===== src/rtl/main_control_fsm_pkg.sv =====
// Shared definitions for the multicycle control path: state encodings, opcode
// constants, ALU operation codes and mux-select constants. The ALU control and
// datapath blocks import this package as well.
package main_control_fsm_pkg;

    // Fixed state encodings; state_o exposes these values for debug.
    typedef enum logic [3:0] {
        StFetch    = 4'd0,
        StDecode   = 4'd1,
        StMemAddr  = 4'd2,
        StMemRead  = 4'd3,
        StMemWb    = 4'd4,
        StMemWrite = 4'd5,
        StRExec    = 4'd6,
        StRWb      = 4'd7,
        StBranch   = 4'd8,
        StJump     = 4'd9,
        StAddiExec = 4'd10,
        StAddiWb   = 4'd11
    } state_e;

    // Opcodes (instruction[31:26]).
    localparam logic [5:0] OpRType = 6'b000000;
    localparam logic [5:0] OpLw    = 6'b100011;
    localparam logic [5:0] OpSw    = 6'b101011;
    localparam logic [5:0] OpBeq   = 6'b000100;
    localparam logic [5:0] OpJump  = 6'b000010;
    localparam logic [5:0] OpAddi  = 6'b001000;

    // ALUOp codes consumed by the ALU control block.
    localparam logic [1:0] AluOpAdd   = 2'b00;
    localparam logic [1:0] AluOpSub   = 2'b01;
    localparam logic [1:0] AluOpFunct = 2'b10;

    // ALU operand B select.
    localparam logic [1:0] SrcBReg      = 2'b00;
    localparam logic [1:0] SrcBFour     = 2'b01;
    localparam logic [1:0] SrcBImm      = 2'b10;
    localparam logic [1:0] SrcBImmShift = 2'b11;

    // PC source select.
    localparam logic [1:0] PcSrcAlu    = 2'b00;
    localparam logic [1:0] PcSrcAluOut = 2'b01;
    localparam logic [1:0] PcSrcJump   = 2'b10;

    // Bundle of all datapath control lines driven by the FSM.
    typedef struct packed {
        logic       pc_write;
        logic       pc_write_cond;
        logic       ior_d;
        logic       mem_read;
        logic       mem_write;
        logic       mem_to_reg;
        logic       ir_write;
        logic       alu_src_a;
        logic       reg_write;
        logic       reg_dst;
        logic [1:0] pc_source;
        logic [1:0] alu_src_b;
        logic [1:0] alu_op;
    } ctrl_t;

    // Loads and stores share the address-calculation path.
    function automatic logic is_mem_op(input logic [5:0] op);
        return (op == OpLw) || (op == OpSw);
    endfunction

endpackage


===== src/rtl/main_control_fsm.sv =====
// Main control FSM for a classic multicycle datapath.
// Optional feature: define ADDI_EN to support addi (opcode 001000) via the
// ADDI_EXEC/ADDI_WB states; without it that opcode is reported as illegal.
module main_control_fsm
    import main_control_fsm_pkg::*;
(
    input  logic        clk,
    input  logic        rst_n,
    input  logic [5:0]  opcode,
    input  logic        mem_ready,
    output logic        PCWrite,
    output logic        PCWriteCond,
    output logic        IorD,
    output logic        MemRead,
    output logic        MemWrite,
    output logic        MemtoReg,
    output logic        IRWrite,
    output logic        ALUSrcA,
    output logic        RegWrite,
    output logic        RegDst,
    output logic [1:0]  PCSource,
    output logic [1:0]  ALUSrcB,
    output logic [1:0]  ALUOp,
    output logic        illegal_op,
    output logic [31:0] instr_count,
    output logic [3:0]  state_o
);

    state_e      r_state;
    state_e      w_state_next;
    logic [31:0] r_instr_count;
    logic [31:0] w_instr_count_d;
    logic        w_retire;
    logic        w_illegal;
    ctrl_t       w_ctrl;
    ctrl_t       w_ctrl_out;

    // State register; reset abandons any instruction in flight.
    always_ff @(posedge clk or negedge rst_n) begin
        if (!rst_n) begin
            r_state <= StFetch;
        end else begin
            r_state <= w_state_next;
        end
    end

    // Next-state decode plus retire/illegal flags.
    always_comb begin
        w_state_next = r_state;
        w_retire     = 1'b0;
        w_illegal    = 1'b0;
        case (r_state)
            StFetch: begin
                if (mem_ready) begin
                    w_state_next = StDecode;
                end
            end
            StDecode: begin
                if (opcode == OpRType) begin
                    w_state_next = StRExec;
                end else if (is_mem_op(opcode)) begin
                    w_state_next = StMemAddr;
                end else if (opcode == OpBeq) begin
                    w_state_next = StBranch;
                end else if (opcode == OpJump) begin
                    w_state_next = StJump;
`ifdef ADDI_EN
                end else if (opcode == OpAddi) begin
                    w_state_next = StAddiExec;
`endif
                end else begin
                    w_state_next = StFetch;
                    w_illegal    = 1'b1;
                end
            end
            StMemAddr: begin
                w_state_next = (opcode == OpLw) ? StMemRead : StMemWrite;
            end
            StMemRead: begin
                if (mem_ready) begin
                    w_state_next = StMemWb;
                end
            end
            StMemWb: begin
                w_state_next = StFetch;
                w_retire     = 1'b1;
            end
            StMemWrite: begin
                if (mem_ready) begin
                    w_state_next = StFetch;
                    w_retire     = 1'b1;
                end
            end
            StRExec: begin
                w_state_next = StRWb;
            end
            StRWb: begin
                w_state_next = StFetch;
                w_retire     = 1'b1;
            end
            StBranch: begin
                w_state_next = StFetch;
                w_retire     = 1'b1;
            end
            StJump: begin
                w_state_next = StFetch;
                w_retire     = 1'b1;
            end
`ifdef ADDI_EN
            StAddiExec: begin
                w_state_next = StAddiWb;
            end
            StAddiWb: begin
                w_state_next = StFetch;
                w_retire     = 1'b1;
            end
`endif
            // Unused encodings (and the addi states when disabled) recover to FETCH.
            default: begin
                w_state_next = StFetch;
            end
        endcase
    end

    // Output decode: pure function of state, with mem_ready gating in FETCH.
    always_comb begin
        w_ctrl = '0;
        case (r_state)
            StFetch: begin
                w_ctrl.mem_read  = 1'b1;
                w_ctrl.ior_d     = 1'b0;
                w_ctrl.alu_src_a = 1'b0;
                w_ctrl.alu_src_b = SrcBFour;
                w_ctrl.alu_op    = AluOpAdd;
                w_ctrl.pc_source = PcSrcAlu;
                // IR and PC only update once the fetched word is actually present.
                w_ctrl.ir_write  = mem_ready;
                w_ctrl.pc_write  = mem_ready;
            end
            StDecode: begin
                w_ctrl.alu_src_a = 1'b0;
                w_ctrl.alu_src_b = SrcBImmShift;
                w_ctrl.alu_op    = AluOpAdd;
            end
            StMemAddr: begin
                w_ctrl.alu_src_a = 1'b1;
                w_ctrl.alu_src_b = SrcBImm;
                w_ctrl.alu_op    = AluOpAdd;
            end
            StMemRead: begin
                w_ctrl.mem_read = 1'b1;
                w_ctrl.ior_d    = 1'b1;
            end
            StMemWb: begin
                w_ctrl.reg_write  = 1'b1;
                w_ctrl.mem_to_reg = 1'b1;
                w_ctrl.reg_dst    = 1'b0;
            end
            StMemWrite: begin
                w_ctrl.mem_write = 1'b1;
                w_ctrl.ior_d     = 1'b1;
            end
            StRExec: begin
                w_ctrl.alu_src_a = 1'b1;
                w_ctrl.alu_src_b = SrcBReg;
                w_ctrl.alu_op    = AluOpFunct;
            end
            StRWb: begin
                w_ctrl.reg_write  = 1'b1;
                w_ctrl.reg_dst    = 1'b1;
                w_ctrl.mem_to_reg = 1'b0;
            end
            StBranch: begin
                w_ctrl.alu_src_a     = 1'b1;
                w_ctrl.alu_src_b     = SrcBReg;
                w_ctrl.alu_op        = AluOpSub;
                w_ctrl.pc_write_cond = 1'b1;
                w_ctrl.pc_source     = PcSrcAluOut;
            end
            StJump: begin
                w_ctrl.pc_write  = 1'b1;
                w_ctrl.pc_source = PcSrcJump;
            end
`ifdef ADDI_EN
            StAddiExec: begin
                w_ctrl.alu_src_a = 1'b1;
                w_ctrl.alu_src_b = SrcBImm;
                w_ctrl.alu_op    = AluOpAdd;
            end
            StAddiWb: begin
                w_ctrl.reg_write  = 1'b1;
                w_ctrl.reg_dst    = 1'b0;
                w_ctrl.mem_to_reg = 1'b0;
            end
`endif
            default: begin
                w_ctrl = '0;
            end
        endcase
    end

    // Retired-instruction counter, wraps naturally at 32 bits.
    assign w_instr_count_d = w_retire ? (r_instr_count + 32'd1) : r_instr_count;

    // Counter register, cleared asynchronously with the state.
    always_ff @(posedge clk or negedge rst_n) begin
        if (!rst_n) begin
            r_instr_count <= 32'd0;
        end else begin
            r_instr_count <= w_instr_count_d;
        end
    end

    // Controls are held low while in reset so no PC/IR/register write can slip through.
    assign w_ctrl_out  = rst_n ? w_ctrl : '0;

    assign PCWrite     = w_ctrl_out.pc_write;
    assign PCWriteCond = w_ctrl_out.pc_write_cond;
    assign IorD        = w_ctrl_out.ior_d;
    assign MemRead     = w_ctrl_out.mem_read;
    assign MemWrite    = w_ctrl_out.mem_write;
    assign MemtoReg    = w_ctrl_out.mem_to_reg;
    assign IRWrite     = w_ctrl_out.ir_write;
    assign ALUSrcA     = w_ctrl_out.alu_src_a;
    assign RegWrite    = w_ctrl_out.reg_write;
    assign RegDst      = w_ctrl_out.reg_dst;
    assign PCSource    = w_ctrl_out.pc_source;
    assign ALUSrcB     = w_ctrl_out.alu_src_b;
    assign ALUOp       = w_ctrl_out.alu_op;
    assign illegal_op  = rst_n & w_illegal;
    assign instr_count = rst_n ? r_instr_count : 32'd0;
    assign state_o     = r_state;

endmodule


===== config.mk =====
export PLATFORM = sky130hd
export DESIGN_NAME = main_control_fsm
export DESIGN_NICKNAME = d
export VERILOG_FILES = /design/src/rtl/main_control_fsm_pkg.sv /design/src/rtl/main_control_fsm.sv
export SDC_FILE = /design/constraint.sdc
export NUM_CORES = 1
export LEC_CHECK = 0
export BUFFER_PORTS_ARGS = -buffer_cell sky130_fd_sc_hd__buf_2
export CORE_MARGIN = 2
export CORE_UTILIZATION = 40
export CTS_BUF_LIST = sky130_fd_sc_hd__clkbuf_4
export CTS_CLUSTER_SIZE = 8
export DETAILED_ROUTE_END_ITERATION = 8
export PLACE_DENSITY = 0.72
export SYNTH_ARGS = -nofsm -noshare
export SYNTH_HDL_FRONTEND = slang
export SYNTH_SLANG_ARGS = --single-unit

===== constraint.sdc =====
create_clock -name clk -period 1.9 [get_ports clk]
set_input_delay 0.095 -clock clk [delete_from_list [all_inputs] [get_ports clk]]
set_output_delay 0.095 -clock clk [all_outputs]
set_load 0.05 [all_outputs]

==> results of run 1 <==
[how the worst max path moves through the flow]
stage | depth (start not counted) | to
final | 6 | r_instr_count[31]
after global routing | 5 | illegal_op
after CTS | 6 | ALUOp[0]
after detailed placement | 5 | r_instr_count[31]
after global placement | 6 | r_instr_count[28]
after floorplan | 5 | RegWrite
[cells in the mapped netlist (2+ instances only)]
cell type	n
sky130_fd_sc_hd__and3_1	7
sky130_fd_sc_hd__dfrtp_1	36
sky130_fd_sc_hd__a21oi_1	2
sky130_fd_sc_hd__and2_1	32
sky130_fd_sc_hd__nor4_1	5
sky130_fd_sc_hd__nand2_1	14
sky130_fd_sc_hd__nor3_1	11
sky130_fd_sc_hd__buf_2	3
sky130_fd_sc_hd__xnor2_1	15
sky130_fd_sc_hd__nand2b_1	3
sky130_fd_sc_hd__inv_1	5
sky130_fd_sc_hd__nor3b_1	4
sky130_fd_sc_hd__nand3_1	16
sky130_fd_sc_hd__clkbuf_1	4
sky130_fd_sc_hd__and4_1	3
sky130_fd_sc_hd__nor2b_1	3
sky130_fd_sc_hd__a31oi_1	2
sky130_fd_sc_hd__xor2_1	17
sky130_fd_sc_hd__nor2_1	14
sky130_fd_sc_hd__or3_1	3
sky130_fd_sc_hd__nand4_1	5
sky130_fd_sc_hd__and3_4	2
[layer usage]
metal	track usage	wire (um)
met5	0	0
met4	0.05088	53
met3	0.04368	259
met2	0.2698	2315
met1	0.2252	2298
[sequential cells by signal, indices dropped and copies added, names as in the netlist]
signal	flops
state_o	4
r_instr_count	32
[repair_timing]
item,CTS,global route
endpoints found under the setup margin,9,11
resized for setup,7,13
endpoints found under the hold margin,36,0
pin swaps,0,2
setup buffers,0,4
hold buffers,1,0
[cell families after synthesis]
group / Yosys count / share of synthesized area
AND/OR/NAND/NOR: 133 / 0.3640
multiplexers: 2 / 0.009697
buffers and inverters: 14 / 0.02738
AO/OA/AOI/OAI: 14 / 0.04735
adder cells (fa/ha/maj): 1 / 0.005704
XOR/XNOR: 33 / 0.1352
flip-flops: 36 / 0.4107
[final cells by class]
cell class                      instances  area, sq um
Clock buffer                            5        37.54
Timing Repair Buffer                   75        456.7
Fill cell                             473         2317
Clock inverter                          3        42.54
Inverter                                5        18.77
Tap cell                               70        87.58
Multi-Input combinational cell        183         1339
Sequential cell                        36        905.9
[report_power, final]
| group | internal, mW | switching [mW] | leakage, nW |
|---|---|---|---|
| Sequential | 0.792 | 0.0334 | 0.487 |
| Combinational | 0.105 | 0.214 | 0.958 |
| Clock | 0.274 | 0.269 | 0.0412 |
[critical path: stages, from the launching register on]
cell,delay (ns)
sky130_fd_sc_hd__dfrtp_2,0.43
sky130_fd_sc_hd__buf_4,0.15
sky130_fd_sc_hd__or3b_1,0.19
sky130_fd_sc_hd__a31o_4,0.23
sky130_fd_sc_hd__nand4_2,0.15
sky130_fd_sc_hd__or3_4,0.41
sky130_fd_sc_hd__xnor2_2,0.13
[per-stage QoR]
| stage | cells | hold slack [ns] | utilization |
|---|---|---|---|
| 3_5_place_dp | 364 | 0.1719 | 0.5171 |
| 6_report | 377 | 0.06191 | 0.5548 |
| 4_1_cts | 373 | 0.04434 | 0.5377 |
| 2_1_floorplan | 233 | -0.2006 | - |
| 5_1_grt | 377 | 0.06847 | 0.5548 |
| 3_3_place_gp | 364 | 0.1759 | 0.5171 |
==> impl.org, run 1 <==
** Logic synthesis
- Synthesized cell area :: roughly 0.0022 sq mm
- Total nets after synthesis :: about 240
- After synthesis the netlist holds a flip-flop and latch count of 36.
- Yosys mapped a number of flops with a built-in enable equal to 0.
- Number of distinct standard cells referenced by the synthesized netlist :: 49
- Mean cell area of the mapped netlist :: between 9 and 10 sq um
- The share of synthesized area in the top cell type comes to 0.4107.
- Counting every instance in the synthesized netlist gives 233.
- The share of the Yosys chip area taken by registers is 0.4107.
- Biggest area consumer among synthesized cells :: sky130_fd_sc_hd__dfrtp_1
- Primary flip-flop cell chosen by synthesis mapping :: sky130_fd_sc_hd__dfrtp_1
- Most area-consuming cells after synthesis :: sky130_fd_sc_hd__dfrtp_1, sky130_fd_sc_hd__and2_1, sky130_fd_sc_hd__xor2_1, sky130_fd_sc_hd__xnor2_1, sky130_fd_sc_hd__nand3_1
- Fraction of registers with async set or reset after synthesis :: 1.000
- Count of yosys warnings during synthesis :: 0

** Job
- Across the run, the number of max-cap violations was 0.

** Timing
- Setup total negative slack on the finished layout was measured at 0 ns.
- Final number of max-transition violations :: 0
- Slack of the critical path :: 0.1059 ns
- The clock period could shrink to around 1.8 ns.
- In this run the tightest slew margin relative to its limit is 0.7172.
- Dividing the final minimum period by the clock period gives 0.9443.
- Setup violations remaining at the end of the flow were counted as 0.
- The number of hold violations in the final report came to 0.
- Slew @ Worst Pin :: ~0.42 ns
- Clock skew :: ~0.008 ns
- Fmax :: 0.5574 GHz

** Final layout
- The library cell used most frequently in the layout, excluding fill and tap cells, is sky130_fd_sc_hd__buf_2.
- Post-layout instance area :: about 0.0029 sq mm
- Highest-count cells in the layout ignoring fill and taps :: sky130_fd_sc_hd__buf_2, sky130_fd_sc_hd__and2_1, sky130_fd_sc_hd__dfrtp_1
- Area Overhead vs Synth :: 31.66%
- 0 antenna diodes ended up in the layout.
- Fraction of final layout cells sized beyond drive strength 1 :: 0.3616
- The final layout contains 316 nets.

** Min path
- The startpoint identified for the worst hold timing path is opcode[5].
- For hold timing, the worst endpoint is state_o[3].
- Min-delay worst type :: in -> reg
- Counting instances, the worst hold path has a depth of 4.

** Clock tree
- Clock tree from TritonCTS :: yes
- Clock slew at the register clock pins of the worst setup and hold paths :: 0.12 ns
- Clock tree synthesis found a total of 36 sinks.
- Clk root buf :: sky130_fd_sc_hd__clkbuf_4
- The H-tree was split into 2 levels.
- Number of buffers between clock root and the deepest sink :: 2
- Number of buffers created by CTS :: 5
- Worst-Skew Late Latency :: approximately 0.34 ns

** Placement
- Timing analysis after detailed placement gives a worst setup slack of about 0.15 ns.
- Detailed placement finished with a half-perimeter wire length of between 3 and 4 mm.
- Weighted congestion reported at the end of routability-driven placement :: 0.8767
- The placed instances occupy a cell area of roughly 0.0027 sq mm.
- During placement, the flow inserted port buffers numbering between 60 and 70.

** GRT
- Global-route usage over all layers :: 0.1686
- Antenna violations before repair :: 0
- Gr ovfl total :: 0
- Via count of the first global-routing pass :: 1744
- The first global-routing pass estimated roughly 8.3 mm of wire.
- Largest net degree at the start of global routing :: 71

** Die
- The initial utilization of the core area, before any placement, comes to 0.4214.
- Num ports :: between 60 and 70
- The die covers slightly above 0.006 sq mm.
- Cell row count :: 26
- Die width :: ~78 um
- The core region is about 0.0052 sq mm.
- Chip height :: between 70 and 80 um

** Worst setup path
- Path type of the worst setup path :: reg -> reg
- The worst setup path is captured at a flip-flop.
- Tracing the worst setup path back leads to its startpoint at state_o[0].
- The number of cells on the worst reg-to-reg path is 6.
- Worst reg2reg path endpoint :: r_instr_count[31]
- At the worst endpoint, the required time is 2.14 ns.
- Startpoint kind of the worst setup timing path :: flip-flop
- Worst reg2reg path startpoint :: state_o[0]
- Arrival time worst endpoint :: slightly above 2 ns
- Along the worst path, the maximum fanout reaches 8.
- The setup check on the worst reg-to-reg path leaves a slack of roughly 0.11 ns.

** Detailed routing
- Dividing the detail-routed wire length by the instance count gives approximately 13 um.
- Before antenna repair, the detailed router went through 4 iterations.
- Dividing the detail-routed via count by the number of cells gives roughly 5.
- After the first detailed-routing iteration, the DRC count stood at 79.
- Across all layers, the routed design uses around 1.9k vias.
- Total DRC errors in the routed layout :: 0
- Wires add up to between 4 and 5 mm.
- Once detail routing completed, the nets flagged for antenna violations numbered 0.

** Run status
- Run status :: finished clean

** Pwr
- The worst-case IR drop observed on VDD is about 0.00031 V.
- For this design the ratio of total power to cell area is approximately 580 mW/mm^2.
- Leakage power :: roughly 1.5 nW
- Total power for the finished layout comes to around 1.7 mW.
(Power assumes the default switching activity.)
==> inputs of run 2 (changes only) <==
--- a/config.mk
+++ b/config.mk
@@ -6,6 +6,7 @@
 export NUM_CORES = 1
 export LEC_CHECK = 0
 export BUFFER_PORTS_ARGS = -buffer_cell sky130_fd_sc_hd__buf_2
+export CORE_ASPECT_RATIO = 2
 export CORE_MARGIN = 2
 export CORE_UTILIZATION = 40
 export CTS_BUF_LIST = sky130_fd_sc_hd__clkbuf_4
@@ -15,3 +16,4 @@
 export SYNTH_ARGS = -nofsm -noshare
 export SYNTH_HDL_FRONTEND = slang
 export SYNTH_SLANG_ARGS = --single-unit
+export TNS_END_PERCENT = 5
==> impl.org, run 2 (synthesized netlist as in run 1, its figures left out) <==
** Timing
- The number of max-slew violations in the final report is 0.
- Fmax :: about 0.55 GHz
- Headroom to the max-slew limit :: 0.6839
- Final cycle utilization of the critical path :: 0.9588
- Setup repair after global routing could not meet its margin everywhere.
- Setup violations remaining at the end of the flow were counted as 0.
- For the pin with the worst max-slew slack, the measured transition is approximately 0.47 ns.
- Across the routed clock network, the largest skew measured is 0.007836 ns.
- Final worst hold slack :: around 0.077 ns
- The worst path needs roughly 1.8 ns of the cycle, external delays included.
- The number of hold violations in the final report is 0.

** Final layout
- The register with the most flip-flops in the layout has 32 of them.
- Most frequent standard cell in the layout excluding fill and tap cells :: sky130_fd_sc_hd__buf_2
- Compared with the post-synthesis result, the final layout area differs by 25.10%.
- Fraction of final layout cells sized beyond drive strength 1 :: 0.3300
- Leaving out fill and tap cells, the most frequent cells in the layout are sky130_fd_sc_hd__buf_2, sky130_fd_sc_hd__dfrtp_1, sky130_fd_sc_hd__and2_1.
- At the end of the flow, the number of nets in the layout was approximately 310.
- More flip-flops sit in one register than any other, and that register is r_instr_count.

** Run status
- The flow ran to the end, and the final reports show no timing, DRC or antenna violations.

** Worst setup path
- Grouping stages by cell kind, the critical path spends the most delay in flip-flops.
- Peak per-stage delay on the critical path :: 0.42 ns
- Together, buffers and inverters on the worst path number 2.
- Arrival time worst endpoint :: roughly 1.7 ns
- Cell at the slowest stage of the critical path :: sky130_fd_sc_hd__dfrtp_1
- STA classifies the critical path endpoint as a primary output.
- Of all nets on the critical path, the largest fanout is 9.
- The number of cells on the worst reg-to-reg path is 5.
- By startpoint and endpoint, the worst setup path is classified as reg -> out.
- STA classifies the critical path startpoint as a flip-flop.
- Cell-by-cell trace of the critical path :: buf_4, or3_1, o22ai_1, buf_4
- Worst path required time :: 1.80 ns
- Most repeated library cell on the critical path :: sky130_fd_sc_hd__buf_4
- Slack of the worst reg-to-reg path :: ~0.13 ns
- In this run the critical register-to-register path is launched from r_instr_count[19].
- The endpoint identified for the worst register-to-register timing path is r_instr_count[31].

** Clock tree
- Number of buffers created by CTS :: 5
- Worst-Skew Late Latency :: around 0.35 ns
- Clock tree from TritonCTS :: yes
- Clk root buf :: sky130_fd_sc_hd__clkbuf_4
- Clock sink count :: 36
- # Post-CTS Setup Buffers :: 0
- Number of buffers between clock root and the deepest sink :: 2
- After clock tree synthesis, the clock-pin slew on the worst setup and hold paths is about 0.10 ns.
- Level count of the clock H-tree :: 2

** Detailed routing
- Dividing the detail-routed wire length by the instance count gives approximately 14 um.
- Detailed routing inserted a total of a little under 2k vias.
- In the routed design, unresolved DRC markers number 0.
- Sum of routed wire length over all layers :: 4.954 mm
- Drt via density :: approximately 5.3
- The count of nets left with antenna violations once routing finished came out at 0.
- The detailed router finished its first iteration with 37 violations.
- Pre-Repair DR Iteration Count :: 4

** Pwr
- Highest ir drop seen on vdd :: between 0.0003 and 0.0004 V
- Leakage power :: approximately 1.4 nW
- Total power for the finished layout comes to 1.489 mW.
- Cell Pwr Density :: between 500 and 600 mW/mm^2

** GRT
- Across every metal layer, demand over resource in global routing totals 0.1645.
- The first global-routing pass estimated roughly 8 mm of wire.
- The initial antenna violation count came to 0.
- Largest net degree at the start of global routing :: 37
- The via count of the first global-routing pass was 1783.
- For this run the aggregate overflow at the end of global routing stands at 0.

** Job
- Count of maximum capacitance violations :: 0

** Min path
- In this run the most critical hold path is launched from opcode[5].
- The path class of the tightest hold or removal check is in -> reg.
- Worst hold path cell count :: 4
- Endpoint, Worst Hold :: state_o[3]

** Die
- The die is about 56 um wide.
- After floorplanning, the core was divided into 38 placement rows.
- Chip height :: ~110 um
- Core area :: 0.005373 sq mm
- Initial core utilization :: 0.4082
- The floorplan step defined a die boundary enclosing around 0.0061 sq mm.
- between 60 and 70 I/O pins were placed.

** Placement
- In this run the tool buffered the top-level ports with 61 buffer cells.
- Weighted congestion reported at the end of routability-driven placement :: between 0.7 and 0.8
- Half-perimeter wire length of the detailed placement result :: approximately 3.9 mm
-- run 2: cell types whose count changed in the layout (fill, tap and decap cells not counted), moves of 2 or more --
cell                       previous run  this run
sky130_fd_sc_hd__buf_6                5         3
sky130_fd_sc_hd__dfrtp_1             32        35
sky130_fd_sc_hd__dfrtp_2              4         1
sky130_fd_sc_hd__buf_4               12         9
sky130_fd_sc_hd__clkinv_1             0         2
sky130_fd_sc_hd__buf_2               56        59
-- run 2: power breakdown --
part	internal [mW]	leakage (nW)	switching [mW]	total [mW]
Clock	0.129	0.0261	0.251	0.380
Sequential	0.791	0.492	0.0282	0.820
Combinational	0.0909	0.918	0.199	0.290
Total	1.01	1.44	0.477	1.49
-- run 2: worst reg2reg max path, delay by kind of cell (launching register included) --
family / cells / cell delay [ns]
simple gates: 4 / 1.13
flops: 1 / 0.43
xor+xnor: 1 / 0.13
-- run 2: metal layers --
metal	wire length (um)	part of all wire	GRT usage
met5	0	0	0
met4	111	0.022	0.07483
met3	201	0.041	0.02610
met2	2827	0.57	0.3227
met1	1814	0.37	0.1643
-- run 2: cell type report --
| class | instances | area, sq um |
|---|---|---|
| Fill cell | 542 | 2629 |
| Clock buffer | 5 | 37.54 |
| Clock inverter | 2 | 7.507 |
| Inverter | 5 | 22.52 |
| Timing Repair Buffer | 72 | 406.6 |
| Sequential cell | 36 | 902.1 |
| Tap cell | 60 | 75.07 |
| Antenna cell | 1 | 2.502 |
| Multi-Input combinational cell | 183 | 1290 |
-- run 2: what timing repair did --
| item | in CTS | in global routing |
|---|---|---|
| hold buffers | 1 | 0 |
| endpoints found under the setup margin | 3 | 9 |
| endpoints found under the hold margin | 36 | 0 |
| gates resized for setup | 5 | 6 |
-- run 2: through the flow --
step / instances / cell area, sq um / TNS [ns] / util / setup slack, ns
2_1_floorplan: 233 / 2238 / -2.915 / - / -0.3292
3_3_place_gp: 355 / 2653 / 0 / 0.4937 / 0.1862
3_5_place_dp: 355 / 2653 / 0 / 0.4937 / 0.1453
4_1_cts: 363 / 2720 / 0 / 0.5063 / 0.0003271
5_1_grt: 363 / 2741 / -0.003235 / 0.5102 / -0.003235
6_report: 364 / 2744 / 0 / 0.5107 / 0.07822
-- run 2: how the worst max path moves through the flow --
stage          slack (ns)  depth (start not counted)                end              start
4_1_cts            0.0003                          5         illegal_op         state_o[2]
5_1_grt            -0.003                          4            PCWrite         state_o[0]
3_3_place_gp         0.19                          5  r_instr_count[31]  r_instr_count[18]
6_report             0.08                          4            PCWrite         state_o[0]
3_5_place_dp         0.15                          5  r_instr_count[31]  r_instr_count[18]
2_1_floorplan       -0.33                          5           RegWrite         state_o[3]
==> inputs of run 3 (changes only) <==
--- a/config.mk
+++ b/config.mk
@@ -12,7 +12,7 @@
 export CTS_BUF_LIST = sky130_fd_sc_hd__clkbuf_4
 export CTS_CLUSTER_SIZE = 8
 export DETAILED_ROUTE_END_ITERATION = 8
-export PLACE_DENSITY = 0.72
+export PLACE_DENSITY_LB_ADDON = 0.15
 export SYNTH_ARGS = -nofsm -noshare
 export SYNTH_HDL_FRONTEND = slang
 export SYNTH_SLANG_ARGS = --single-unit
==> impl.org, run 3 (synthesized netlist as in run 1, its figures left out) <==
** GRT
- Global-route wire length before repair :: about 8.7 mm
- The initial antenna violation count came to 0.
- Entering global routing, the biggest net connects 45 pins.
- For this run the aggregate overflow at the end of global routing stands at 0.
- In the global route stage, overall resource usage came out at 0.1822.
- Via count of the first global-routing pass :: between 1.5k and 2k

** Timing
- Setup violations remaining at the end of the flow were counted as 0.
- Of the available clock period, the critical path in the final layout requires 0.9618.
- Adding up every negative setup slack in the final design gives 0 ns.
- Hold is met by ~0.10 ns.
- Slew @ Worst Pin :: roughly 0.46 ns
- Static timing analysis puts the maximum clock frequency at between 0.5 and 0.6 GHz.
- Count of final hold-check violations :: 0
- Across the routed clock network, the largest skew measured is approximately 0.0063 ns.
- The worst pin sits at a relative slew slack of 0.6926.
- Tmin final :: 1.827 ns
- Slack of the critical path :: around 0.073 ns
- Final number of max-transition violations :: 0
- Setup repair after global routing could not meet its margin everywhere.

** Final layout
- Of the cells placed in the final design, the portion with a size suffix greater than 1 is 0.3550.
- Most frequent standard cell in the layout excluding fill and tap cells :: sky130_fd_sc_hd__buf_2
- Flip-flop count of the largest register after layout :: 32
- Number of filler cells placed in the layout :: 541
- Highest-count cells in the layout ignoring fill and taps :: sky130_fd_sc_hd__buf_2, sky130_fd_sc_hd__dfrtp_1, sky130_fd_sc_hd__and2_1
- At the end of the flow, the number of nets in the layout was about 320.
- Antenna diodes :: 0
- Final Non-Filler Cells :: between 300 and 400
- Largest Register :: r_instr_count
- Multi-input combinational cell area :: about 0.0013 sq mm
- Area Overhead vs Synth :: 29.95%
- Sequential cell area :: around 900 sq um

** Clock tree
- Clock tree synthesis inserted a total of 5 buffers.
- Clk root buf :: sky130_fd_sc_hd__clkbuf_4
- The clock tree synthesis step divided the H-tree into 2 levels.
- TritonCTS built the clock tree.
- The clock net in this run drives a total of 36 sinks.
- After clock tree synthesis, the clock-pin slew on the worst setup and hold paths is 0.12 ns.
- The clock passes through at most 2 buffers.
- The later pin in the worst-skew pair is clocked with a latency of 0.34 ns.

** Detailed routing
- For this block, the via count after detailed routing is a little under 2k.
- The pre-antenna-repair detailed-routing pass consisted of 4 iterations.
- For this run, design rule violations remaining after detail routing come to 0.
- Using the TritonRoute via totals, the vias-per-cell ratio works out to roughly 5.3.
- Summed over all layers, the routed wires come to between 5 and 6 mm.
- Wire length per cell after detailed routing :: between 10 and 15 um
- Initial DRC Count :: 53
- Routed Antenna Nets :: 0

** Die
- After floorplanning, the core was divided into 38 placement rows.
- Chip height :: 108.7 um
- Num ports :: 62
- The initial utilization of the core area, before any placement, comes to 0.4082.
- Die width :: between 50 and 60 um
- Full die area :: approximately 0.0061 sq mm
- The total area inside the core boundary comes to ~0.0054 sq mm.

** Worst setup path
- Data on the critical path is required at its endpoint by 1.80 ns.
- Path type of the worst setup path :: reg -> out
- Arrival time worst endpoint :: around 1.7 ns
- STA classifies the critical path startpoint as a flip-flop.
- Nature of the critical path endpoint :: primary output
- Along the worst path, the maximum fanout reaches 8.
- The setup check on the worst reg-to-reg path leaves a slack of roughly 0.090 ns.

** Min path
- Min-delay worst type :: in -> reg

** Placement
- Post-place setup slack :: about 0.12 ns
- Half-perimeter wire length of the detailed placement result :: approximately 4.1 mm
- Count of port buffers added during placement :: 61
- At the end of routability-driven placement, the weighted congestion stood at 0.8254.
- Total instance count after detailed placement :: 357

** Run status
- Run status :: finished clean

** Pwr
- Cell Pwr Density :: roughly 580 mW/mm^2
- Highest ir drop seen on vdd :: about 0.00055 V
- In this run the static leakage power is around 1.5 nW.

** Job
- Count of maximum capacitance violations :: 0
run 3: layout make-up:
| cell class | instances | share of cell area |
|---|---|---|
| multi-input combinational | 183 | 0.4653 |
| tap | 60 | 0.02634 |
| inverter | 5 | 0.007902 |
| timing repair buffer | 75 | 0.1558 |
| sequential | 36 | 0.3165 |
| clock buffer | 5 | 0.01317 |
| clock inverter | 3 | 0.01493 |
run 3: worst paths after layout:
kind / from / to / depth (start not counted)
setup / recovery: state_o[3] / RegWrite / 7
max in group asynchronous: rst_n / r_instr_count[4] / 3
setup reg to reg: state_o[3] / r_instr_count[31] / 6
hold reg to reg: r_instr_count[27] / r_instr_count[27] / 1
min in group asynchronous: rst_n / r_instr_count[16] / 3
hold / removal: opcode[3] / state_o[1] / 4
run 3: stage by stage:
stage	area [sq um]	utilization	total power [mW]
floorplan	2238	-	1.030
global placement	2668	0.4965	1.120
detailed placement	2668	0.4965	1.124
CTS	2779	0.5172	1.678
global route	2850	0.5305	1.746
finish	2850	0.5305	1.661
run 3: worst max-delay path, cell delays in order (launching register included):
cell and delay (ns):
sky130_fd_sc_hd__dfrtp_1 0.42, sky130_fd_sc_hd__buf_6 0.15, sky130_fd_sc_hd__nor2b_4 0.14, sky130_fd_sc_hd__buf_4 0.13, sky130_fd_sc_hd__nand2_2 0.08, sky130_fd_sc_hd__nor3_4 0.19, sky130_fd_sc_hd__or2_4 0.15, sky130_fd_sc_hd__buf_8 0.13
run 3: repair_timing:
item	in CTS	in global routing
endpoints found under the setup margin	6	14
cloned	0	0
endpoints found under the hold margin	36	0
setup buffers	0	1
resized for setup	8	15
pin swaps	0	2
hold buffers	1	0
run 3: routing by layer:
metal  global-route usage  share of wire  vias up
met5                    0              0        -
met4               0.1003          0.037        0
met3              0.03084          0.038       16
met2               0.3504           0.58       53
met1               0.1791           0.35      938
li1                     -              -      952
run 3: power by group:
| group | internal, mW | total (mW) | switching, mW |
|---|---|---|---|
| Clock | 0.274 | 0.542 | 0.268 |
| Combinational | 0.0922 | 0.297 | 0.205 |
| Sequential | 0.791 | 0.823 | 0.0311 |
